File: src/rtl/crt_param_sequencer.sv
// Purpose: sequences the shared inverse engine to build n0p, n0q and qinv for one (p, q) key pair.
// Latency: done/err is a registered state decode; done lands 3*(L+1)+2 cycles after start for engine latency L.
// Backpressure: start is taken only in IDLE (no queueing); each engine job is bounded by a watchdog.
module crt_param_sequencer #(
    parameter int WIDTH   = 32,
    parameter int TIMEOUT = 4096,
    parameter int TW      = 13
) (
    input  logic             clk,
    input  logic             reset,
    input  logic             start,
    input  logic [WIDTH-1:0] p,
    input  logic [WIDTH-1:0] q,
    output logic             busy,
    output logic             done,
    output logic             err,
    output logic [1:0]       err_code,
    output logic [WIDTH-1:0] n0p,
    output logic [WIDTH-1:0] n0q,
    output logic [WIDTH-1:0] qinv,
    output logic             eng_start,
    output logic             eng_mode,
    output logic [WIDTH-1:0] eng_a,
    output logic [WIDTH-1:0] eng_m,
    input  logic             eng_done,
    input  logic             eng_err,
    input  logic [WIDTH-1:0] eng_result
);

    typedef enum logic [3:0] {
        IDLE, CHECK, JP_GO, JP_WAIT, JQ_GO, JQ_WAIT, JI_GO, JI_WAIT, FIN, FAIL
    } state_t;

    localparam logic [1:0] CODE_OPERAND = 2'b01;
    localparam logic [1:0] CODE_NOINV   = 2'b10;
    localparam logic [1:0] CODE_TIMEOUT = 2'b11;

    state_t           state;
    state_t           state_nxt;
    logic [WIDTH-1:0] pr;
    logic [WIDTH-1:0] qr;
    logic [TW-1:0]    wd;
    logic             in_wait;
    logic             wd_expire;
    logic             accept;
    logic             set_code;
    logic [1:0]       code_nxt;

    assign in_wait   = (state == JP_WAIT) || (state == JQ_WAIT) || (state == JI_WAIT);
    // The count reaches TIMEOUT at the end of this cycle; a same-cycle eng_done still wins.
    assign wd_expire = (wd == TW'(TIMEOUT - 1));
    assign accept    = (state == IDLE) && start;

    // Next-state and Moore outputs; engine operands are decoded from state so they hold from GO to eng_done.
    always_comb begin
        state_nxt = state;
        busy      = 1'b0;
        done      = 1'b0;
        err       = 1'b0;
        eng_start = 1'b0;
        eng_mode  = 1'b0;
        eng_a     = '0;
        eng_m     = '0;
        set_code  = 1'b0;
        code_nxt  = 2'b00;

        case (state)
            IDLE: begin
                if (start) state_nxt = CHECK;
            end
            CHECK: begin
                busy = 1'b1;
                if (!pr[0] || !qr[0] || (pr == '0)) begin
                    set_code  = 1'b1;
                    code_nxt  = CODE_OPERAND;
                    state_nxt = FAIL;
                end else begin
                    state_nxt = JP_GO;
                end
            end
            JP_GO: begin
                busy      = 1'b1;
                eng_start = 1'b1;
                eng_a     = pr;
                state_nxt = JP_WAIT;
            end
            JP_WAIT: begin
                busy  = 1'b1;
                eng_a = pr;
                if (eng_done) state_nxt = JQ_GO;
            end
            JQ_GO: begin
                busy      = 1'b1;
                eng_start = 1'b1;
                eng_a     = qr;
                state_nxt = JQ_WAIT;
            end
            JQ_WAIT: begin
                busy  = 1'b1;
                eng_a = qr;
                if (eng_done) state_nxt = JI_GO;
            end
            JI_GO: begin
                busy      = 1'b1;
                eng_start = 1'b1;
                eng_mode  = 1'b1;
                eng_a     = qr;
                eng_m     = pr;
                state_nxt = JI_WAIT;
            end
            JI_WAIT: begin
                busy     = 1'b1;
                eng_mode = 1'b1;
                eng_a    = qr;
                eng_m    = pr;
                if (eng_done) state_nxt = FIN;
            end
            FIN: begin
                done      = 1'b1;
                state_nxt = IDLE;
            end
            FAIL: begin
                err       = 1'b1;
                state_nxt = IDLE;
            end
            default: state_nxt = IDLE;
        endcase

        // Failure exits shared by all three WAIT states.
        if (in_wait) begin
            if (eng_done) begin
                if (eng_err) begin
                    set_code  = 1'b1;
                    code_nxt  = CODE_NOINV;
                    state_nxt = FAIL;
                end
            end else if (wd_expire) begin
                set_code  = 1'b1;
                code_nxt  = CODE_TIMEOUT;
                state_nxt = FAIL;
            end
        end
    end

    // State register.
    always_ff @(posedge clk) begin
        if (reset) state <= IDLE;
        else       state <= state_nxt;
    end

    // Operand latch on an accepted start.
    always_ff @(posedge clk) begin
        if (reset) begin
            pr <= '0;
            qr <= '0;
        end else if (accept) begin
            pr <= p;
            qr <= q;
        end
    end

    // Per-job watchdog: zero outside WAIT (so every GO clears it), counts each WAIT cycle.
    always_ff @(posedge clk) begin
        if (reset)        wd <= '0;
        else if (in_wait) wd <= wd + 1'b1;
        else              wd <= '0;
    end

    // Error code: cleared by an accepted start, written on entry to FAIL, otherwise held.
    always_ff @(posedge clk) begin
        if (reset)         err_code <= 2'b00;
        else if (accept)   err_code <= 2'b00;
        else if (set_code) err_code <= code_nxt;
    end

    // Result registers: cleared by an accepted start, each loaded by its own job's clean completion.
    always_ff @(posedge clk) begin
        if (reset) begin
            n0p  <= '0;
            n0q  <= '0;
            qinv <= '0;
        end else if (accept) begin
            n0p  <= '0;
            n0q  <= '0;
            qinv <= '0;
        end else if (eng_done && !eng_err) begin
            case (state)
                JP_WAIT: n0p  <= eng_result;
                JQ_WAIT: n0q  <= eng_result;
                JI_WAIT: qinv <= eng_result;
                default: ;
            endcase
        end
    end

endmodule

File: config.mk
export PLATFORM = sky130hd
export DESIGN_NAME = crt_param_sequencer
export DESIGN_NICKNAME = d
export VERILOG_FILES = /design/src/rtl/crt_param_sequencer.sv
export SDC_FILE = /design/constraint.sdc
export NUM_CORES = 1
export LEC_CHECK = 0
export ABC_AREA = 1
export BUFFER_PORTS_ARGS = -buffer_cell sky130_fd_sc_hd__buf_2
export CORE_MARGIN = 2
export CORE_UTILIZATION = 30
export CTS_CLUSTER_SIZE = 8
export DETAILED_ROUTE_END_ITERATION = 8
export SYNTH_ARGS = -nofsm -noshare
export SYNTH_HDL_FRONTEND = slang
export SYNTH_SLANG_ARGS = --single-unit
File: constraint.sdc
create_clock -name clk -period 1.6 [get_ports clk]
set_input_delay 0.16 -clock clk [delete_from_list [all_inputs] [get_ports clk]]
set_output_delay 0.16 -clock clk [all_outputs]
set_load 0.02 [all_outputs]
## After elaboration in Yosys (flattened, before gate mapping)

Index checks and enable logic that the tools add are counted.

| word-level totals | value |
|---|---|
| flip-flop bits (word level) | 179 |
| latch bits | 0 |
| bits in writable memories | 0 |
| bits in read-only memories | 0 |
| bits of input ports | 101 |
| output and inout port bits | 167 |
| memories kept | 0 |

| operators by class | value |
|---|---|
| $add $sub $neg | 1 |
| $mul | 0 |
| div/mod/pow operators | 0 |
| magnitude comparators | 0 |
| eq/ne operators | 10 |
| shifts and indexed selects | 0 |
| multiplexer cells | 29 |
| bitwise gates (word level) | 1 |
| reduce and logical (&&, ||, !) cells | 21 |

Operators with widths:

| kind | number |
|---|---|
| $pmux W32 S2 | 1 |
| $mux W4 | 9 |
| $logic_not A32 Y1 | 1 |
| $mux W32 | 1 |
| $pmux W4 S8 | 1 |
| $eq A4 B3 Y1 const B | 4 |
| $add A13 B1 Y13 const B | 1 |
| $eq A13 B12 Y1 const B | 1 |
| $mux W1 | 13 |
| $eq A4 B2 Y1 const B | 2 |
| $eq A4 B4 Y1 const B | 2 |
| $mux W2 | 4 |
| $reduce_or A2 Y1 | 4 |
| $reduce_or A7 Y1 | 1 |
| $reduce_and A2 Y1 | 3 |
| $eq A4 B1 Y1 const B | 1 |
| $logic_not A4 Y1 | 1 |
| $logic_or A1 B1 Y1 | 4 |
| $reduce_or A4 Y1 | 1 |
| $logic_not A1 Y1 | 3 |
| $reduce_or A3 Y1 | 1 |
| $logic_and A1 B1 Y1 | 2 |
| $not A1 Y1 | 1 |

## Longest topological paths before layout

Gate-level depths: netlist of the first run.

| depth | value |
|---|---|
| word-level depth | 8 |
| gate-level depth with buffers | 9 |
| depth with buffers taken out | 9 |

## Worst setup path after synthesis of the first run

No wires, ideal clock.

| timing | value |
|---|---|
| path kind | reg-to-output |
| start point | register state[1] |
| end point | output eng_m[10] |
| arrival | 1,560 ps |
| data required time | 1,440 ps |
| setup slack | -120 ps |
| cell stages (with the launch flop) | 7 |
| buffers on the path | 2 |
| path through | dfxtp_1 buf_2 inv_1 nor2_1 inv_1 clkbuf_1 nor2_1 |

| on the way | value |
|---|---|
| longest elaborated chain between the ends | 3 |
| elaborated cells between the ends (all ways) | 4 |
| classes of those cells | eq/ne (2); mux (1); reduce/logical (1) |

RTL lines:

| item | RTL line | text |
|---|---|---|
| start, declared | 38 | `state_t state;` |
| start signal, assigned | 148 | `else state <= state_nxt;` |
| $eq A4 B3 Y1 | 67 | `case (state)` |
| $reduce_or A2 Y1 (no source line) * | -- |  |
| $mux W32 * | 67 |  |
| end, declared | 24 | `output logic [WIDTH-1:0] eng_m,` |

Every way passes the cells marked *; elsewhere a longest branch is shown, timed or not.

## Worst setup path in the final report of the first run

| timing | value |
|---|---|
| start point | register state[3] |
| end point | output eng_a[19] |

| on the way | value |
|---|---|
| longest elaborated chain between the ends | 3 |
| elaborated cells between the ends (all ways) | 9 |
| classes of those cells | eq/ne (6); mux (1); reduce/logical (2) |

RTL lines:

| item | RTL line | text |
|---|---|---|
| $eq A4 B3 Y1 / $eq A4 B2 Y1 (equally long branches) | 67 |  |
| $reduce_or A4 Y1 (no source line) / $reduce_or A2 Y1 (equally long branches) | -- |  |
| $pmux W32 S2 * | 67 |  |
| end, declared | 23 | `output logic [WIDTH-1:0] eng_a,` |

Marks and branches as above.

==> results.md, run 1 <==
- Ys Warns: 0
- Total grt overflow: 0
- Launch point of the critical path: state[3]
- First-pass GRT wire length: 34.4 mm
- WP data required: 1440 ps
- Syn Area/Cell: 7.79 sq um
- Worst-margin pin slew: 372 ps
- FF/Latch Area: 3590 sq um
- DR vias: 7146
- Area of placed instances: 8870 sq um
- Synth Area in Adders: 0.177%
- CTS tree: yes
- CTS buffer count: 17
- Area growth, synth to finish: 54.3%
- Cell count after synthesis: 906
- Via-to-Cell Ratio: 4.64
- FMAX: 0.570 GHz
- Std cell rows: 56
- Area of the multi-input gates: 3190 sq um
- Asr flop ratio synth: 0%
- Post-Synth XOR/XNOR Area: 0.124%
- Syn Nets: 1008
- R2R Path End: qr[14]
- Post-synthesis mux area share: 0%
- Status: finished, violations left
- Antenna cells: 0
- Startpoint Class: flip-flop
- EDFF count, synth: 0
- DR pass1 iterations: 5
- Critical path buffer and inverter count: 3
- Crit-path slowest cell: dfxtp_4
- Vias in the first global route: 6579
- Worst Hold Launch: p[28]
- Post-synthesis cell area: 7060 sq um
- Post-Synth Simple-Gate Area: 14.0%
- RR Startpoint: state[2]
- Worst-path clk slew: 70 ps
- Chip width: 157 microns
- Starting DRT DRC Count: 342
- Seq/Total Area, Yosys: 50.8%
- Core Box Area: 23300 sq um
- GPL Wtd Cong: 0.849
- Nets: 1313
- Yosys cell types: 35
- Hold Fails Final Rpt: 0
- Maximum vdd ir drop: 738 uV
- Clk Tree Root Cell: clkbuf_16
- Maxcap violations: 0
- Final worst setup slack: -154 ps
- Initial antenna violation count: 0
- Post-route cell area: 10900 sq um
- Largest stage delay on the critical path: 380 ps
- Clock Path Buffers: 2
- Pleak: 0.00449 uW
- Largest area contributor in the netlist: dfxtp_1
- Clock skew: 10.6 ps
- Reg2reg setup slack: 10 ps
- GRT Total Usage: 17.5%
- Largest net degree at the start of global routing: 89
- Failing checks: setup timing
- Synthesized-area fraction occupied by ao, oa, aoi and oai cells: 22.4%
- Crit-path max FO: 33
- Crit path kind: reg -> out
- # clock sinks: 179
- Hold worst-path end: pr[28]
- Clock Latency Late Sink: 420 ps
- Height of the die: 157 microns
- Fill count: 2236
- Top Family by Delay on Critical Path: buffers and inverters
- Yosys top cell area share: 50.8%
- WL final: 23.4 mm
- Starting density of the core: 30.3%
- Wire per inst: 15.2 microns
- Crit. End Element: output port
- Max Slew Vio Count: 0
- CP cell instances: inv_4 -> nand2_4 -> buf_12 -> o22ai_2 -> buf_4
- Number of H-tree levels: 4
- Final period util: 110%
- DIE AREA: 24800 sq um
- IO Port Bufs: 267
- Largest family of logic cells by synthesized area: compound AO/OA/AOI/OAI gates
- Worst Reg-to-Reg Cells: 8
- Share of layout cells above drive strength 1: 36.8%
- I/O Pins: 268
- Power density over the cells: 943 nW/um^2
- Final setup viols: 63
- RSZ-0062 raised after global routing: yes
- Main synth FF type: dfxtp_1
- Slew margin rel.: 75.0%
- WHS Path Cells: 3
- Worst Path Arrival: 1590 ps
- Minimum hold slack: 1.27 ps
- Period minus WS final: 1750 ps
- Post-route ant nets: 0
- Synth Register Bits: 179
- DRC viols: 0
- Worst hold path type: in -> reg
- DP HPWL: 14.9 mm
- Synth area leaders: dfxtp_1, inv_1, a21oi_1, a211oi_1, nor2_1
tightest hold or removal path, delay by kind of cell:
| kind | cells | cell delay [ps] |
|---|---|---|
| buffers and inverters | 1 | 90 |
| AOI/OAI and AO/OA | 2 | 140 |
worst max path at each step:
stage | cells past startpoint | endpoint | slack [ps]
detailed placement | 8 | state[0] | 20
global route | 7 | eng_m[15] | -200
global placement | 6 | n0p[12] | 30
finish | 5 | eng_a[19] | -150
floorplan | 6 | eng_m[10] | 0.4
CTS | 7 | eng_m[25] | -160
layer usage:
| metal | vias to the layer above | track usage, % | wire length (microns) |
|---|---|---|---|
| met3 | 22 | 4.82 | 1910 |
| met5 | - | 0 | 0 |
| met2 | 302 | 27.7 | 10400 |
| li1 | 3564 | - | - |
| met4 | 0 | 5.93 | 473 |
| met1 | 3258 | 23.0 | 10600 |
what timing repair did:
item	CTS	global route
buffers inserted	5	4
hold buffers	27	1
endpoints found under the hold margin	27	1
cloned	2	6
setup endpoints to repair	71	159
pin swaps	4	4
resized for setup	169	110
area by class of cell:
class                           count  area share (%)
Clock buffer                       18            4.03
Sequential cell                   179            33.0
Clock inverter                     12            1.33
Tap cell                          319            3.66
Inverter                          154            5.38
Timing Repair Buffer              346            23.3
Multi-Input combinational cell    513            29.3
cells in the final DEF, fill, tap and decap left out, types with 5 or more instances in the layout:
cell / instances
a211oi_1: 63
a21oi_1: 101
buf_12: 6
buf_2: 203
buf_4: 62
buf_6: 37
clkbuf_16: 21
dfxtp_1: 176
dlygate4sd3_1: 28
inv_1: 148
inv_6: 5
nand2_1: 88
nand3_1: 8
nor2_1: 100
nor2_2: 15
nor2_4: 7
o21ai_0: 20
o21ai_1: 23
o21ai_2: 24
o22ai_2: 10
o22ai_4: 19
through the flow:
stage,power (uW),TNS [ps],setup WS [ps],util (%),instances
3_3_place_gp,5670,0,33.8,38.1,1467
6_report,10300,-7570,-154,46.8,1541
2_1_floorplan,5310,0,0.376,-,906
4_1_cts,10100,-7930,-157,45.0,1530
5_1_grt,10700,-12270,-204,46.8,1541
3_5_place_dp,5680,0,15.8,38.1,1467
synthesized netlist by cell type (2+ instances only):
cell / instances
dfxtp_1: 179
inv_1: 150
nor2_1: 119
a21oi_1: 105
nand2_1: 89
o21ai_0: 68
a211oi_1: 64
o22ai_1: 33
clkbuf_1: 25
buf_2: 23
nand3_1: 8
buf_6: 6
buf_1: 5
nor3_1: 5
inv_2: 3
nor2_2: 3
nand4_1: 2
or2_2: 2
report_power, final:
part           internal, uW  switching, uW
Clock                  2370           1910
Sequential             4640           53.8
Combinational           492            803
logic make-up after synthesis:
logic type	after synthesis
fa+ha+maj	1
xor+xnor	1
buf+inv	214
flops	179
simple gates	237
compound gates	274
flip-flops by register name, indices dropped and copies added, names as in the netlist:
signal	count
n0p	32
wd	13
pr	32
n0q	32
qr	32
err_code	2
qinv	32
state	4
No activity file was read; power rests on OpenSTA's default activity.
==> inputs of run 2 (changes only) <==
CORE_UTILIZATION = 45   (was 30)
PLACE_DENSITY = 0.74   (was not set)
==> results.md, run 2 (synthesized netlist as in run 1, its figures left out) <==
- Status: finished, violations left
- Failing checks: setup timing
- Clock skew: 10.3 ps
- Number of H-tree levels: 4
- Largest net degree at the start of global routing: 130
- I/O Pins: 268
- Slew margin rel.: 66.9%
- Clk Tree Root Cell: clkbuf_16
- DR pass1 iterations: 5
- CTS buffer count: 17
- CP cell instances: inv_4 -> nand2_4 -> buf_8 -> o22ai_2 -> buf_4
- GRT Total Usage: 23.8%
- RSZ-0062 raised after global routing: yes
- Core Box Area: 15300 sq um
- Period minus WS final: 1770 ps
- Top Family by Delay on Critical Path: buffers and inverters
- Worst Path Arrival: 1610 ps
- Starting density of the core: 46.2%
- Crit-path slowest cell: dfxtp_4
- Post-route cell area: 10400 sq um
- Commonest non-fill, non-tap cells in the layout: buf_2, dfxtp_1, inv_1
- Worst-path clk slew: 70 ps
- Power density over the cells: 944 nW/um^2
- Antenna cells: 0
- Maximum vdd ir drop: 721 uV
- FF/Latch Area: 3590 sq um
- DP HPWL: 13.3 mm
- # clock sinks: 179
- Hold Fails Final Rpt: 0
- IO Port Bufs: 267
- WL final: 21.6 mm
- Largest stage delay on the critical path: 380 ps
- Maxcap violations: 0
- Starting DRT DRC Count: 343
- Critical path buffer and inverter count: 3
- Clock Path Buffers: 2
- Via-to-Cell Ratio: 5.08
- DRC viols: 0
- Vias in the first global route: 6501
- Final worst setup slack: -172 ps
- Std cell rows: 45
- Area of placed instances: 8660 sq um
- Area growth, synth to finish: 46.9%
- WP data required: 1440 ps
- Chip width: 129 microns
- Pleak: 0.00434 uW
- Share of layout cells above drive strength 1: 33.9%
- Crit path kind: reg -> out
- Minimum hold slack: 14.0 ps
- Nets: 1286
- Height of the die: 129 microns
- Crit. End Element: output port
- DR vias: 7143
- Wire per inst: 15.3 microns
- Most common cell after layout, fill and taps aside: buf_2
- GPL Wtd Cong: 0.849
- CTS tree: yes
- DIE AREA: 16700 sq um
- Area of the multi-input gates: 3040 sq um
- Clock Latency Late Sink: 430 ps
- Worst hold path type: in -> reg
- Post-route ant nets: 0
- Initial antenna violation count: 0
- First-pass GRT wire length: 31.9 mm
- Final period util: 111%
- Fill count: 1211
- Max Slew Vio Count: 0
- Worst-margin pin slew: 491 ps
- Total grt overflow: 0
- Crit-path max FO: 33
- Startpoint Class: flip-flop
- FMAX: 0.564 GHz
- Final setup viols: 64
-- run 2: cell count changes in the layout (fill, tap and decap cells not counted), moves of 7 or more --
cell | previous run | this run
buf_4 | 62 | 45
nor2_4 | 7 | 24
o21ai_1 | 23 | 5
nor2_2 | 15 | 7
nor2_1 | 100 | 91
dlygate4sd3_1 | 28 | 21
o21ai_2 | 24 | 0
o22ai_2 | 10 | 21
o21ai_0 | 20 | 63
o22ai_4 | 19 | 6
-- run 2: timing repair --
action / in CTS / in global routing
pin swaps: 0 / 1
buffers inserted: 2 / 1
gates cloned: 2 / 4
setup endpoints to repair: 66 / 105
hold buffers: 21 / 0
resized for setup: 152 / 59
endpoints found under the hold margin: 21 / 0
-- run 2: power by group --
part           switching [uW]  internal (uW)
sequential               61.3           4650
combinational             661            357
clock                    1810           2250
total                    2530           7250
-- run 2: through the flow --
step                      util [%]  instances  setup slack, ps  setup TNS [ps]  power (uW)
final                         68.0       1407             -172           -8070        9790
after detailed placement      56.8       1346             40.4               0        5630
after CTS                     65.5       1402             -110           -5450        9760
after floorplan                  -        906            0.376               0        5310
after global placement        56.8       1346             98.3               0        5610
after global routing          68.0       1407             -208          -12040       10200
-- run 2: path summary, 6_finish.rpt --
| kind | start | end | slack, ps | cells past startpoint |
|---|---|---|---|---|
| setup / recovery | state[3] | eng_a[14] | -170 | 5 |
| hold / removal | eng_result[18] | qinv[18] | 10 | 3 |
| setup reg to reg | state[2] | pr[13] | 50 | 6 |
| hold reg to reg | wd[0] | wd[0] | 450 | 1 |
-- run 2: routing by layer --
layer / part of all wire, % / track usage (%) / vias to the layer above
met5: 0 / 0 / -
met4: 2.9 / 10.2 / 0
met3: 9.0 / 6.73 / 44
met2: 48 / 38.7 / 327
met1: 41 / 29.8 / 3259
li1: - / - / 3513
-- run 2: worst min-delay path, cell delays in order --
cell and delay [ps]:
buf_2 120, nand2_1 60, a21oi_1 60
-- run 2: layout make-up --
| cell class | count | area share, % |
|---|---|---|
| Sequential cell | 179 | 34.6 |
| Clock inverter | 12 | 1.15 |
| Tap cell | 211 | 2.55 |
| Multi-Input combinational cell | 513 | 29.3 |
| Clock buffer | 19 | 4.37 |
| Inverter | 154 | 5.65 |
| Timing Repair Buffer | 319 | 22.3 |
==> inputs of run 3 (changes only) <==
REMOVE_ABC_BUFFERS = 1   (was not set)
==> results.md, run 3 (synthesized netlist as in run 1, its figures left out) <==
- Hold Fails Final Rpt: 0
- Fill count: 1183
- WL final: 22.7 mm
- DIE AREA: 16700 sq um
- Status: finished, violations left
- Share of layout cells above drive strength 1: 34.6%
- Post-route cell area: 10600 sq um
- DRC viols: 0
- Max Slew Vio Count: 0
- Total Power: 9930 uW
- Starting density of the core: 46.2%
- Clock Path Buffers: 2
- Largest net degree at the start of global routing: 100
- DR pass1 iterations: 5
- Area of the multi-input gates: 3130 sq um
- Top layer in use: met4
- Wire per inst: 16.0 microns
- Clock Latency Late Sink: 430 ps
- Failing checks: setup timing
- CTS buffer count: 17
- Core Box Area: 15300 sq um
- Largest stage delay on the critical path: 330 ps
- Clock skew: 7.38 ps
- Worst hold path type: in -> reg
- Total grt overflow: 0
- Crit. End Element: output port
- CP cell instances: buf_4 -> inv_2 -> nor2_4 -> inv_4 -> buf_6 -> nor2_1 -> buf_4
- FMAX: 0.575 GHz
- Starting DRT DRC Count: 396
- Most frequent CP cell: buf_4
- Initial antenna violation count: 1
- Maximum vdd ir drop: 763 uV
- Power density over the cells: 938 nW/um^2
- FF/Latch Area: 3600 sq um
- Period minus WS final: 1740 ps
- Area growth, synth to finish: 50.0%
- First-pass GRT wire length: 32.4 mm
- Post-route ant nets: 0
- Nets: 1293
- Worst-margin pin slew: 376 ps
- Clk Tree Root Cell: clkbuf_16
- GRT Total Usage: 24.3%
- CTS tree: yes
- Chip width: 129 microns
- Worst Path Arrival: 1580 ps
- Maxcap violations: 0
- Vias in the first global route: 6622
- Via-to-Cell Ratio: 5.17
- Final setup viols: 68
- Final core area utilization: 69.4%
- Most common cell after layout, fill and taps aside: buf_2
- Minimum hold slack: 13.5 ps
- Slew margin rel.: 74.7%
- Crit-path max FO: 9
- Final worst setup slack: -139 ps
- Crit-path slowest cell: dfxtp_2
- # clock sinks: 179
- DR WL met2: 11.2 mm
- Setup TNS: -5610 ps
- Worst-path clk slew: 70 ps
- Height of the die: 129 microns
- Area of placed instances: 8700 sq um
- Pleak: 0.00436 uW
- Commonest non-fill, non-tap cells in the layout: buf_2, dfxtp_1, inv_1
- Post-Route M1 WL: 9.07 mm
- DR vias: 7321
- GPL Wtd Cong: 0.826
- Routed wl met3: 1.76 mm
- Crit path kind: reg -> out
- DP HPWL: 13.9 mm
- Startpoint Class: flip-flop
- Final period util: 109%
- WP data required: 1440 ps
- RSZ-0062 raised after global routing: yes
- IO Port Bufs: 267
- I/O Pins: 268
- Std cell rows: 45
- Number of H-tree levels: 4
## run 3: cell types whose count changed in the layout (fill, tap and decap cells not counted), moves of 5 or more
cell,change
o22ai_1,-5
nor2_2,+8
nor2_1,+6
o22ai_2,-14
nor2_4,-14
buf_6,+12
o22ai_4,+19
## run 3: layout make-up
cell class / instances / share of cell area [%]
diodes: 1 / 0.0236
clock buffers: 19 / 4.18
clock inverters: 13 / 1.42
inverters: 154 / 5.58
multi-input cells: 513 / 29.5
flip-flops and latches: 179 / 34.0
well taps: 211 / 2.49
repair buffers: 326 / 22.8
## run 3: report_power, final
part,switching [uW],leakage (uW),internal [uW]
logic,727,0.00263,371
registers,66.1,0.00146,4650
clock network,1870,0.000275,2240
total,2670,0.00436,7260
## run 3: timing repair
action / CTS / global route
resized for setup: 160 / 72
gates cloned: 1 / 3
setup buffers: 4 / 7
hold buffers: 18 / 0
pin swaps: 3 / 4
endpoints found under the setup margin: 66 / 124
endpoints found under the hold margin: 18 / 0
## run 3: layer usage
| metal | up-vias | GRT usage, % |
|---|---|---|
| li1 | 3529 | - |
| met1 | 3406 | 29.6 |
| met5 | - | 0 |
| met3 | 51 | 5.74 |
| met2 | 335 | 41.6 |
| met4 | 0 | 9.78 |
## run 3: critical path: cells and delay by family, from the launching register on
kind          cells  cell delay, ps
simple gates      2             250
flops             1             330
buf+inv           5             580
## run 3: stage by stage
stage          setup slack (ps)  std cells
2_1_floorplan             -1900        846
3_3_place_gp                116       1350
3_5_place_dp               48.4       1350
4_1_cts                   -97.7       1405
5_1_grt                    -202       1416
6_report                   -139       1416
## run 3: worst paths after layout
check | start | to | slack [ps] | depth (start not counted)
max | state[1] | eng_m[19] | -140 | 7
min | eng_result[20] | qinv[20] | 10 | 3
max reg2reg | state[1] | pr[24] | -120 | 6
min reg2reg | n0p[23] | n0p[23] | 450 | 2
